`config.mk`:
```
export PLATFORM = sky130hd
export DESIGN_NAME = pipe_mult_shift_add
export DESIGN_NICKNAME = d
export VERILOG_FILES = /design/src/rtl/pipe_mult_shift_add.sv
export SDC_FILE = /design/constraint.sdc
export NUM_CORES = 1
export LEC_CHECK = 0
export ABC_AREA = 1
export CORE_UTILIZATION = 25
export CTS_BUF_LIST = sky130_fd_sc_hd__clkbuf_16
export CTS_CLUSTER_SIZE = 25
export DETAILED_ROUTE_END_ITERATION = 10
export SLEW_MARGIN = 30
export SYNTH_ARGS = -nofsm -noshare
export SYNTH_HDL_FRONTEND = slang
export SYNTH_SLANG_ARGS = --single-unit
```
`constraint.sdc`:
```
create_clock -name clk -period 2.5 [get_ports clk]
set_clock_uncertainty 0.1 [all_clocks]
set_input_delay 0.5 -clock clk [delete_from_list [all_inputs] [get_ports clk]]
set_output_delay 0.5 -clock clk [all_outputs]
set_load 0.005 [all_outputs]
```
`src/rtl/pipe_mult_shift_add.sv`:
```
// Pipelined unsigned WIDTH x WIDTH multiplier: one shift-add stage per multiplier bit,
// each stage folding one masked partial product into the running sum with a ripple adder.
module pipe_mult_shift_add #(
    parameter int WIDTH = 4,
    parameter int TAG_W = 2
) (
    input  logic               clk,
    input  logic               rst_n,
    input  logic               in_valid,
    output logic               in_ready,
    input  logic [WIDTH-1:0]   in_a,
    input  logic [WIDTH-1:0]   in_b,
    input  logic [TAG_W-1:0]   in_tag,
    output logic               out_valid,
    input  logic               out_ready,
    output logic [2*WIDTH-1:0] out_product,
    output logic [TAG_W-1:0]   out_tag,
    output logic               busy
);

    localparam int PW = 2 * WIDTH;
    localparam logic [PW-1:0] SLICE_MASK = {{(PW-WIDTH-1){1'b0}}, {(WIDTH+1){1'b1}}};

    function automatic logic [WIDTH:0] rippleAdd(input logic [WIDTH-1:0] x,
                                                 input logic [WIDTH-1:0] y);
        logic [WIDTH-1:0] s;
        logic             c;
        s = '0;
        c = 1'b0;
        for (int i = 0; i < WIDTH; i++) begin
            s[i] = x[i] ^ y[i] ^ c;
            c    = (x[i] & y[i]) | (c & (x[i] ^ y[i]));
        end
        return {c, s};
    endfunction

    // The last stage only needs v, p and tag; its a and b would never be read.
    logic [WIDTH-1:0] vld_q, vld_d;
    logic [WIDTH-1:0] a_q   [WIDTH-1];
    logic [WIDTH-1:0] a_d   [WIDTH-1];
    logic [WIDTH-1:0] b_q   [WIDTH-1];
    logic [WIDTH-1:0] b_d   [WIDTH-1];
    logic [TAG_W-1:0] tag_q [WIDTH];
    logic [TAG_W-1:0] tag_d [WIDTH];
    logic [PW-1:0]    p_q   [WIDTH];
    logic [PW-1:0]    p_d   [WIDTH];
    logic [PW-1:0]    pLoad [WIDTH];
    logic             stall;

    assign stall    = vld_q[WIDTH-1] & ~out_ready;
    assign in_ready = ~stall;

    assign pLoad[0] = {{WIDTH{1'b0}}, in_a & {WIDTH{in_b[0]}}};

    // Stage k replaces bits [k+WIDTH:k] of the running sum with slice + partial product.
    for (genvar k = 1; k < WIDTH; k++) begin : gStage
        logic [WIDTH:0] sum;
        assign sum      = rippleAdd(p_q[k-1][k +: WIDTH], a_q[k-1] & {WIDTH{b_q[k-1][k]}});
        assign pLoad[k] = (p_q[k-1] & ~(SLICE_MASK << k)) | (PW'(sum) << k);
    end

    always_comb begin
        vld_d = vld_q;
        a_d   = a_q;
        b_d   = b_q;
        tag_d = tag_q;
        p_d   = p_q;
        if (!stall) begin
            vld_d    = {vld_q[WIDTH-2:0], in_valid & in_ready};
            a_d[0]   = in_a;
            b_d[0]   = in_b;
            tag_d[0] = in_tag;
            p_d[0]   = pLoad[0];
            for (int k = 1; k < WIDTH - 1; k++) begin
                a_d[k] = a_q[k-1];
                b_d[k] = b_q[k-1];
            end
            for (int k = 1; k < WIDTH; k++) begin
                tag_d[k] = tag_q[k-1];
                p_d[k]   = pLoad[k];
            end
        end
    end

    always_ff @(posedge clk or negedge rst_n) begin
        if (!rst_n) begin
            vld_q <= '0;
            a_q   <= '{default: '0};
            b_q   <= '{default: '0};
            tag_q <= '{default: '0};
            p_q   <= '{default: '0};
        end else begin
            vld_q <= vld_d;
            a_q   <= a_d;
            b_q   <= b_d;
            tag_q <= tag_d;
            p_q   <= p_d;
        end
    end

    assign out_valid   = vld_q[WIDTH-1];
    assign out_product = p_q[WIDTH-1];
    assign out_tag     = tag_q[WIDTH-1];
    assign busy        = |vld_q;

endmodule

```
# After elaboration in Yosys (flattened, before gate mapping)
# Index checks and enable logic that the tools add are counted.
word_totals:
  reg_bits: 61
  output_inout_bits: 13
  wordCells: 75
op_classes:
  n_bitwise: 59
  reduce_logical: 1
op_table:
  columns: ["operator", "n"]
  rows:
  - ["$and A1 B1 Y1", 22]
  - ["$xor A1 B1 Y1", 20]
  - ["$and A4 B4 Y4", 4]
  - ["$or A1 B1 Y1", 8]
  - ["$or A3 B8 Y8", 1]
  - ["$or A2 B7 Y7", 1]
  - ["$or A1 B6 Y6", 1]
  - ["$reduce_or A4 Y1", 1]
  - ["$not A1 Y1", 2]

# Longest topological paths before layout
# Gate-level depths: netlist of the first run.
logic_depth:
  depth_word: 9
  mapped_depth: 12
  depth_no_buf: 12

# Least setup slack after synthesis of the first run
# Ideal clock, no wire load.
synth_timing:
  kind: "register to register"
  from: "register b_q[6] in the netlist's numbering"
  to: "register p_q[13] in the netlist's numbering"
  setup_ps: 116
  arrival_ps: 1814
  path_slack_ps: 470
  path_stages_with_launch: 13
  path_buffers: 0
  synth_period_minus_slack_ps: 2030
  path_cell_list: "dfrtp_1 > nand2_1 > inv_1 > ha_1 > inv_1 > fa_1 > inv_1 > fa_1 > inv_1 > fa_1 > inv_1 > nand2_1 > nand2_1"
synth_between:
  elab_chain_len: 8
  elab_cells_between_ends: 13
  classes_between: "bitwise (13)"
synth_lines:
  columns: ["item", "line_no", "rtl"]
  rows:
  - ["start, declared", "41", "logic [WIDTH-1:0] b_q [WIDTH-1];"]
  - ["start signal, assigned", "89", "b_q <= '{default: '0};"]
  - ["start signal, assigned", "95", "b_q <= b_d;"]
  - ["$and A4 B4 Y4 (*)", "58", "assign sum = rippleAdd(p_q[k-1][k +: WIDTH], a_q[k-1] & {WIDTH{b_q[k-1][k]}});"]
  - ["$and A1 B1 Y1 / $xor A1 B1 Y1 (equally long branches)", "32", "c = (x[i] & y[i]) | (c & (x[i] ^ y[i]));"]
  - ["$and A1 B1 Y1", "32", null]
  - ["$or A1 B1 Y1", "32", null]
  - ["$and A1 B1 Y1", "32", null]
  - ["$or A1 B1 Y1", "32", null]
  - ["$xor A1 B1 Y1 (*)", "31", "s[i] = x[i] ^ y[i] ^ c;"]
  - ["$or A2 B7 Y7 (*)", "59", "assign pLoad[k] = (p_q[k-1] & ~(SLICE_MASK << k)) | (PW'(sum) << k);"]
  - ["end signal, assigned", "97", "p_q <= p_d;"]
  - ["end, declared", "45", "logic [PW-1:0] p_q [WIDTH];"]
# Mark *: on every way between the ends. The rest lies on a longest branch, timed or not.
# A chain may end at the register's enable or synchronous reset.

# Worst setup path after layout of the first run
layout_timing:
  from: "input port out_ready"
  to: "output port in_ready"
layout_between:
  elab_chain_len: 3
layout_lines:
  columns: ["item", "line_no", "rtl"]
  rows:
  - ["start, declared", "15", "input logic out_ready,"]
  - ["$not A1 Y1", "50", "assign stall = vld_q[WIDTH-1] & ~out_ready;"]
  - ["$and A1 B1 Y1", "50", null]
  - ["$not A1 Y1", "51", "assign in_ready = ~stall;"]
  - ["end, declared", "10", "output logic in_ready,"]
# Every way passes these cells.

==> results of run 1 <==
## cell usage in the layout, fill, tap and decap left out
master and n:
nand2_1 126, nand3_1 54, dfrtp_1 54, inv_1 32, clkdlybuf4s50_1 25, fa_1 8, clkbuf_16 5, ha_1 4
buf_4 3, nor2_1 2, clkinv_2 2, inv_2 1, nand2_2 1, inv_6 1, buf_2 1, buf_12 1
dfrtp_2 1
## final cells by class
cell class	count	area (um2)	share of cell area (%)
clock inverter	3	18.8	0.609
inverter	33	124	4.02
tap	136	170	5.52
timing repair buffer	30	298	9.67
multi-input combinational	195	967	31.4
sequential	55	1380	44.7
clock buffer	5	125	4.06
## routing by layer
| layer | global-route usage (%) | wire length, um | share of wire [%] | vias up |
|---|---|---|---|---|
| met2 | 16.1 | 2270 | 47 | 38 |
| met5 | 0 | 0 | 0 | - |
| li1 | - | - | - | 958 |
| met3 | 2.35 | 170 | 3.5 | 2 |
| met4 | 3.62 | 36 | 0.74 | 0 |
| met1 | 12.3 | 2360 | 49 | 871 |
## cell families after synthesis
group,count (synthesis)
and+or+nand+nor,183
adders and majority gates,12
DFF,55
buffers and inverters,60
## worst max path at each step
stage	start	to	slack, ps	cells past startpoint
3_3_place_gp	out_ready	in_ready	270	4
3_5_place_dp	out_ready	in_ready	260	4
5_1_grt	b_q[6]$_DFFE_PN0N_	p_q[13]$_DFFE_PN0N_	170	12
2_1_floorplan	b_q[6]$_DFFE_PN0N_	p_q[13]$_DFFE_PN0N_	470	12
6_report	out_ready	in_ready	280	4
4_1_cts	out_ready	in_ready	250	4
## power groups by stage
stage          sequential [uW]  combinational, uW  clock (uW)
2_1_floorplan             1410                891           0
3_3_place_gp              1510               1030           0
3_5_place_dp              1510               1050           0
4_1_cts                   1500               1060         708
5_1_grt                   1550               1230         732
6_report                  1490               1030         684
## worst register-to-register path, cell delays in order, from the launching register on
cell and delay, ps:
dfrtp_1 420, nand2_1 70, inv_1 50, ha_1 120, inv_1 40, fa_1 360
inv_1 80, fa_1 160, inv_1 50, fa_1 470, inv_1 40, nand2_1 50
nand2_1 50
## through the flow
step | cell area [um2] | total power (uW) | utilization (%)
2_1_floorplan | 2660 | 2310 | -
3_3_place_gp | 2940 | 2530 | 28.4
3_5_place_dp | 2940 | 2560 | 28.4
4_1_cts | 3080 | 3260 | 29.8
5_1_grt | 3080 | 3510 | 29.8
6_report | 3080 | 3210 | 29.8
## registers in the layout, indices dropped and copies added (netlist names)
register and count:
p_q 17, a_q 12, out_product 8, b_q 6, tag_q 6, vld_q 4, out_tag 2
==> metrics, run 1 <==
count of input and output buffers=26; buffer count from post-CTS setup fixing=0; Post-Route WL=4.84 mm; pre-CTS WS=258 ps; Root Driver=clkbuf_16; final worst-path cycle share=88.8%; Max Clk Rate=450 MHz; share of cells above drive strength 1=under 10%; Hold WS=25.8 ps; largest cells by area after synthesis=dfrtp_1, nand2_1, nand3_1; Synth Area in XOR/XNOR=0%; CTS max path bufs=2; cts repair resizes=0; flops & latches, synth=55; Die W=105 um; Hold WC Path Type=in2async; Sink Count=55; Layout Area Growth over Synthesis=15.6%; Post-Syn Area=roughly 0.0027 mm2; cell depth of the worst flop-to-flop path=12; I/O pin cnt=27; # fillers=1114; Reg-to-Reg Start=b_q[3]$_DFFE_PN0N_; Critical Path RT=between 1500 and 2000 ps; min cycle time layout=2220 ps; Crit-path slowest cell=clkdlybuf4s50_1; CP max stage delay=510 ps; Slew @ Worst Pin=544 ps; worst path cell trace=clkdlybuf4s50_1, inv_2, nand2_2, clkdlybuf4s50_1; max-slew violation count=0; total of warnings raised by yosys=0; combinational power share=32.1%; H-tree levels=2; largest family of logic cells by synthesized area=simple AND/OR/NAND/NOR gates; largest net degree at the start of global routing=56; Leak=0.00166 uW; final setup fails=0; Fin Setup TNS=0 ps; top cell type's share of synthesized area=between 50% and 60%; slew margin rel.=between 60% and 70%; worst path bufs/invs=3; Iteration-0 DRC Markers=93; Netlist cell types=11; critical path launch point type=input pin; dpl hpwl=between 3 and 4 mm; Worst R2R End=out_product[6]$_DFFE_PN0N_; drt pass-1 iters=4; Clock Latency Late Sink=290 ps; row cnt=37; Via density=4.09; DRC=0; Routed Antenna Nets=0; RSZ-0062 raised after global routing=no; Synth Area in Simple Gates=roughly 28%; syn nets=336; clk slew on worst S/H paths=70 ps; PnR worst setup slack=about 280 ps; Sw Pwr=1150 uW; crit-path max FO=2; full die area=0.0111 mm2; dominant cell type by area after synthesis=dfrtp_1; Pint=2060 uW; Num CTS Buffers=5; r2r setup slk=340 ps; Arr. time, crit path=about 1600 ps; status=completed; CTS tree=done; Switching Fraction=35.8%; first-pass GRT wire length=8.62 mm; Post-CTS Hold Fix Bufs=0; Worst Setup End Kind=output pin; ANT cells=0; dpl cells=between 400 and 500; Via Count=1869; fraction of registers with async set/reset=100%; WS Path Type=in2out; Worst path most repeated cell=clkdlybuf4s50_1; vias in the first global route=1888; Adder-Cell Fraction of Synth Area=under 10%; Post-synth EDFFs=0; nets@finish=346; multiplexer area fraction after synthesis=0%; GRT Util Overall=9.73%; Final GP Congestion=0.676; WL per Instance=10.6 um; Post-Synthesis Cells=310; initial core utilization=25.8%; Sequential Power Share=a little under half; Die Y=roughly 110 um; Top delay family on crit path=buffers and inverters; Core ar.=0.0103 mm2; clock power share=21.3%; synth cell count leaders=nand2_1, dfrtp_1, nand3_1; Synth Flop Type=dfrtp_1; Final Non-Filler Cells=457; syn_area_per_cell=8.59 um2; count leader, synth=nand2_1; Congestion Overflow GR=0; Worst IR Drop VDD=roughly 0.00047 V; Final Hold Viols=0; antenna violations before repair=0; pwr dens=between 1000 and 1500 mW/mm2; post-synthesis compound-gate area fraction=0%; maxcap violations=0; sequential area share after synthesis=51.7%
Note: power is estimated with default switching activity, not from simulation.
==> run 2: changes to the inputs <==
- SLEW_MARGIN: 30 -> 20
==> results of run 2 <==
Final layout, timing and power as in run 1 (identical DEF).
==> run 3: changes to the inputs <==
- CORE_MARGIN: not set -> 3
- clock period: 2.5 -> 2.1 ns (I/O delays scaled with it)
==> metrics, run 3 (same netlist as run 1, synthesis figures left out) <==
Max Clk Rate=about 480 MHz; share of cells above drive strength 1=9.48%; Worst Setup End Kind=register; crit-path max FO=2; antenna violations before repair=0; largest net degree at the start of global routing=56; min cycle time layout=2080 ps; Tot Pwr=about 3900 uW; final worst-path cycle share=between 90% and 100%; post-layout util=30.3%; Arr. time, crit path=2210 ps; final setup fails=0; WS Path Type=reg2reg; initial core utilization=25.8%; PnR worst setup slack=20.1 ps; slew margin rel.=between 60 and 70%; drt pass-1 iters=4; Via Count=1910; H-tree levels=2; Post-CTS Hold Fix Bufs=0; Clock Latency Late Sink=around 290 ps; Die Y=109 um; clock power share=a little over a fifth; vias in the first global route=1864; I/O pin cnt=27; maxcap violations=0; GRT Util Overall=8.86%; Final Hold Viols=21; Reg with most FFs=p_q; nets@finish=352; first-pass GRT wire length=8.52 mm; dpl hpwl=3.26 mm; Hold WC Path Type=in2async; full die area=0.0119 mm2; Root Driver=clkbuf_16; Hold WS=-13.6 ps; row cnt=37; clk slew on worst S/H paths=70 ps; failing checks=negative hold slack; commonest cells after routing, fill and taps aside=nand2_1, nand3_1, dfrtp_1, inv_1, clkdlybuf4s50_1; Critical Path RT=2230 ps; count of input and output buffers=26; cell depth of the worst flop-to-flop path=12; Iteration-0 DRC Markers=roughly 130; pwr dens=1260 mW/mm2; Worst IR Drop VDD=0.000435 V; CTS tree=done; ANT cells=0; critical path launch point type=register; Pint=2520 uW; Num CTS Buffers=5; Sink Count=between 50 and 60; Sequential Power Share=44.0%; Congestion Overflow GR=0; pre-CTS WS=-0.646 ps; Post-Route WL=between 5 and 6 mm; Core ar.=between 0.01 and 0.015 mm2; Sw Pwr=1430 uW; Via density=4.13; DRC=0; max-slew violation count=0; combinational power share=between 30% and 40%; most common cell after layout, fill and taps aside=nand2_1; Routed Antenna Nets=0; CTS max path bufs=2; Slew @ Worst Pin=roughly 540 ps; Final GP Congestion=~0.74; WL per Instance=10.8 um; Layout Area Growth over Synthesis=17.5%; max reg flops=17; Switching Fraction=36.2%; Leak=0.00168 uW; Die W=~110 um; status=finished, violations left; RSZ-0062 raised after global routing=yes
## run 3: layer usage
layer  global-route usage [%]  wire length, um
met1                     11.4             2430
met2                     14.6             2320
met3                     2.37              198
met4                     2.67               68
met5                        0                0
## run 3: cell type report
class / instances / area [um2]
Clock buffer: 5 / 125
Clock inverter: 3 / 26.3
Inverter: 33 / 124
Timing Repair Buffer: 36 / 330
Sequential cell: 55 / 1380
Fill cell: 1068 / 7190
Multi-Input combinational cell: 195 / 977
Tap cell: 136 / 170
## run 3: repair_timing
item / in CTS / in global routing
hold endpoints to repair: 0 / 0
resized for setup: 0 / 9
setup endpoints to repair: 1 / 2
buffers inserted: 1 / 0
pin swaps: 0 / 3
## run 3: final timing paths
kind	from	end	slack, ps
min in group clk	p_q[16]$_DFFE_PN0N_	p_q[8]$_DFFE_PN0N_	370
worst max-delay path	b_q[6]$_DFFE_PN0N_	p_q[13]$_DFFE_PN0N_	20
worst min-delay path	rst_n	p_q[10]$_DFFE_PN0N_	-10
max in group asynchronous	rst_n	tag_q[3]$_DFFE_PN0N_	1240
worst max register to register	b_q[6]$_DFFE_PN0N_	p_q[13]$_DFFE_PN0N_	20
worst min register to register	p_q[16]$_DFFE_PN0N_	p_q[8]$_DFFE_PN0N_	370
## run 3: power groups by stage
stage | Sequential [uW] | Combinational (uW) | Clock [uW]
2_1_floorplan | 1680 | 1060 | 0
3_3_place_gp | 1740 | 1320 | 0
3_5_place_dp | 1750 | 1340 | 0
4_1_cts | 1740 | 1370 | 872
5_1_grt | 1790 | 1600 | 905
6_report | 1740 | 1360 | 849
## run 3: critical path, cell delays in order (launching register included)
cell,delay (ps)
dfrtp_1,380
nand2_1,70
inv_1,40
ha_1,170
inv_1,70
fa_2,190
inv_2,40
fa_2,340
inv_2,60
fa_1,390
inv_1,60
nand2_1,40
nand2_1,70
## run 3: stage by stage
stage	setup TNS (ps)	instance area, um2	instances	hold WS (ps)
after detailed placement	-0.646	2960	454	319
after global routing	-171	3130	463	28.9
final	0	3130	463	-13.6
after floorplan	0	2660	310	24.4
after CTS	0	3120	463	0.871
after global placement	0	2960	454	314
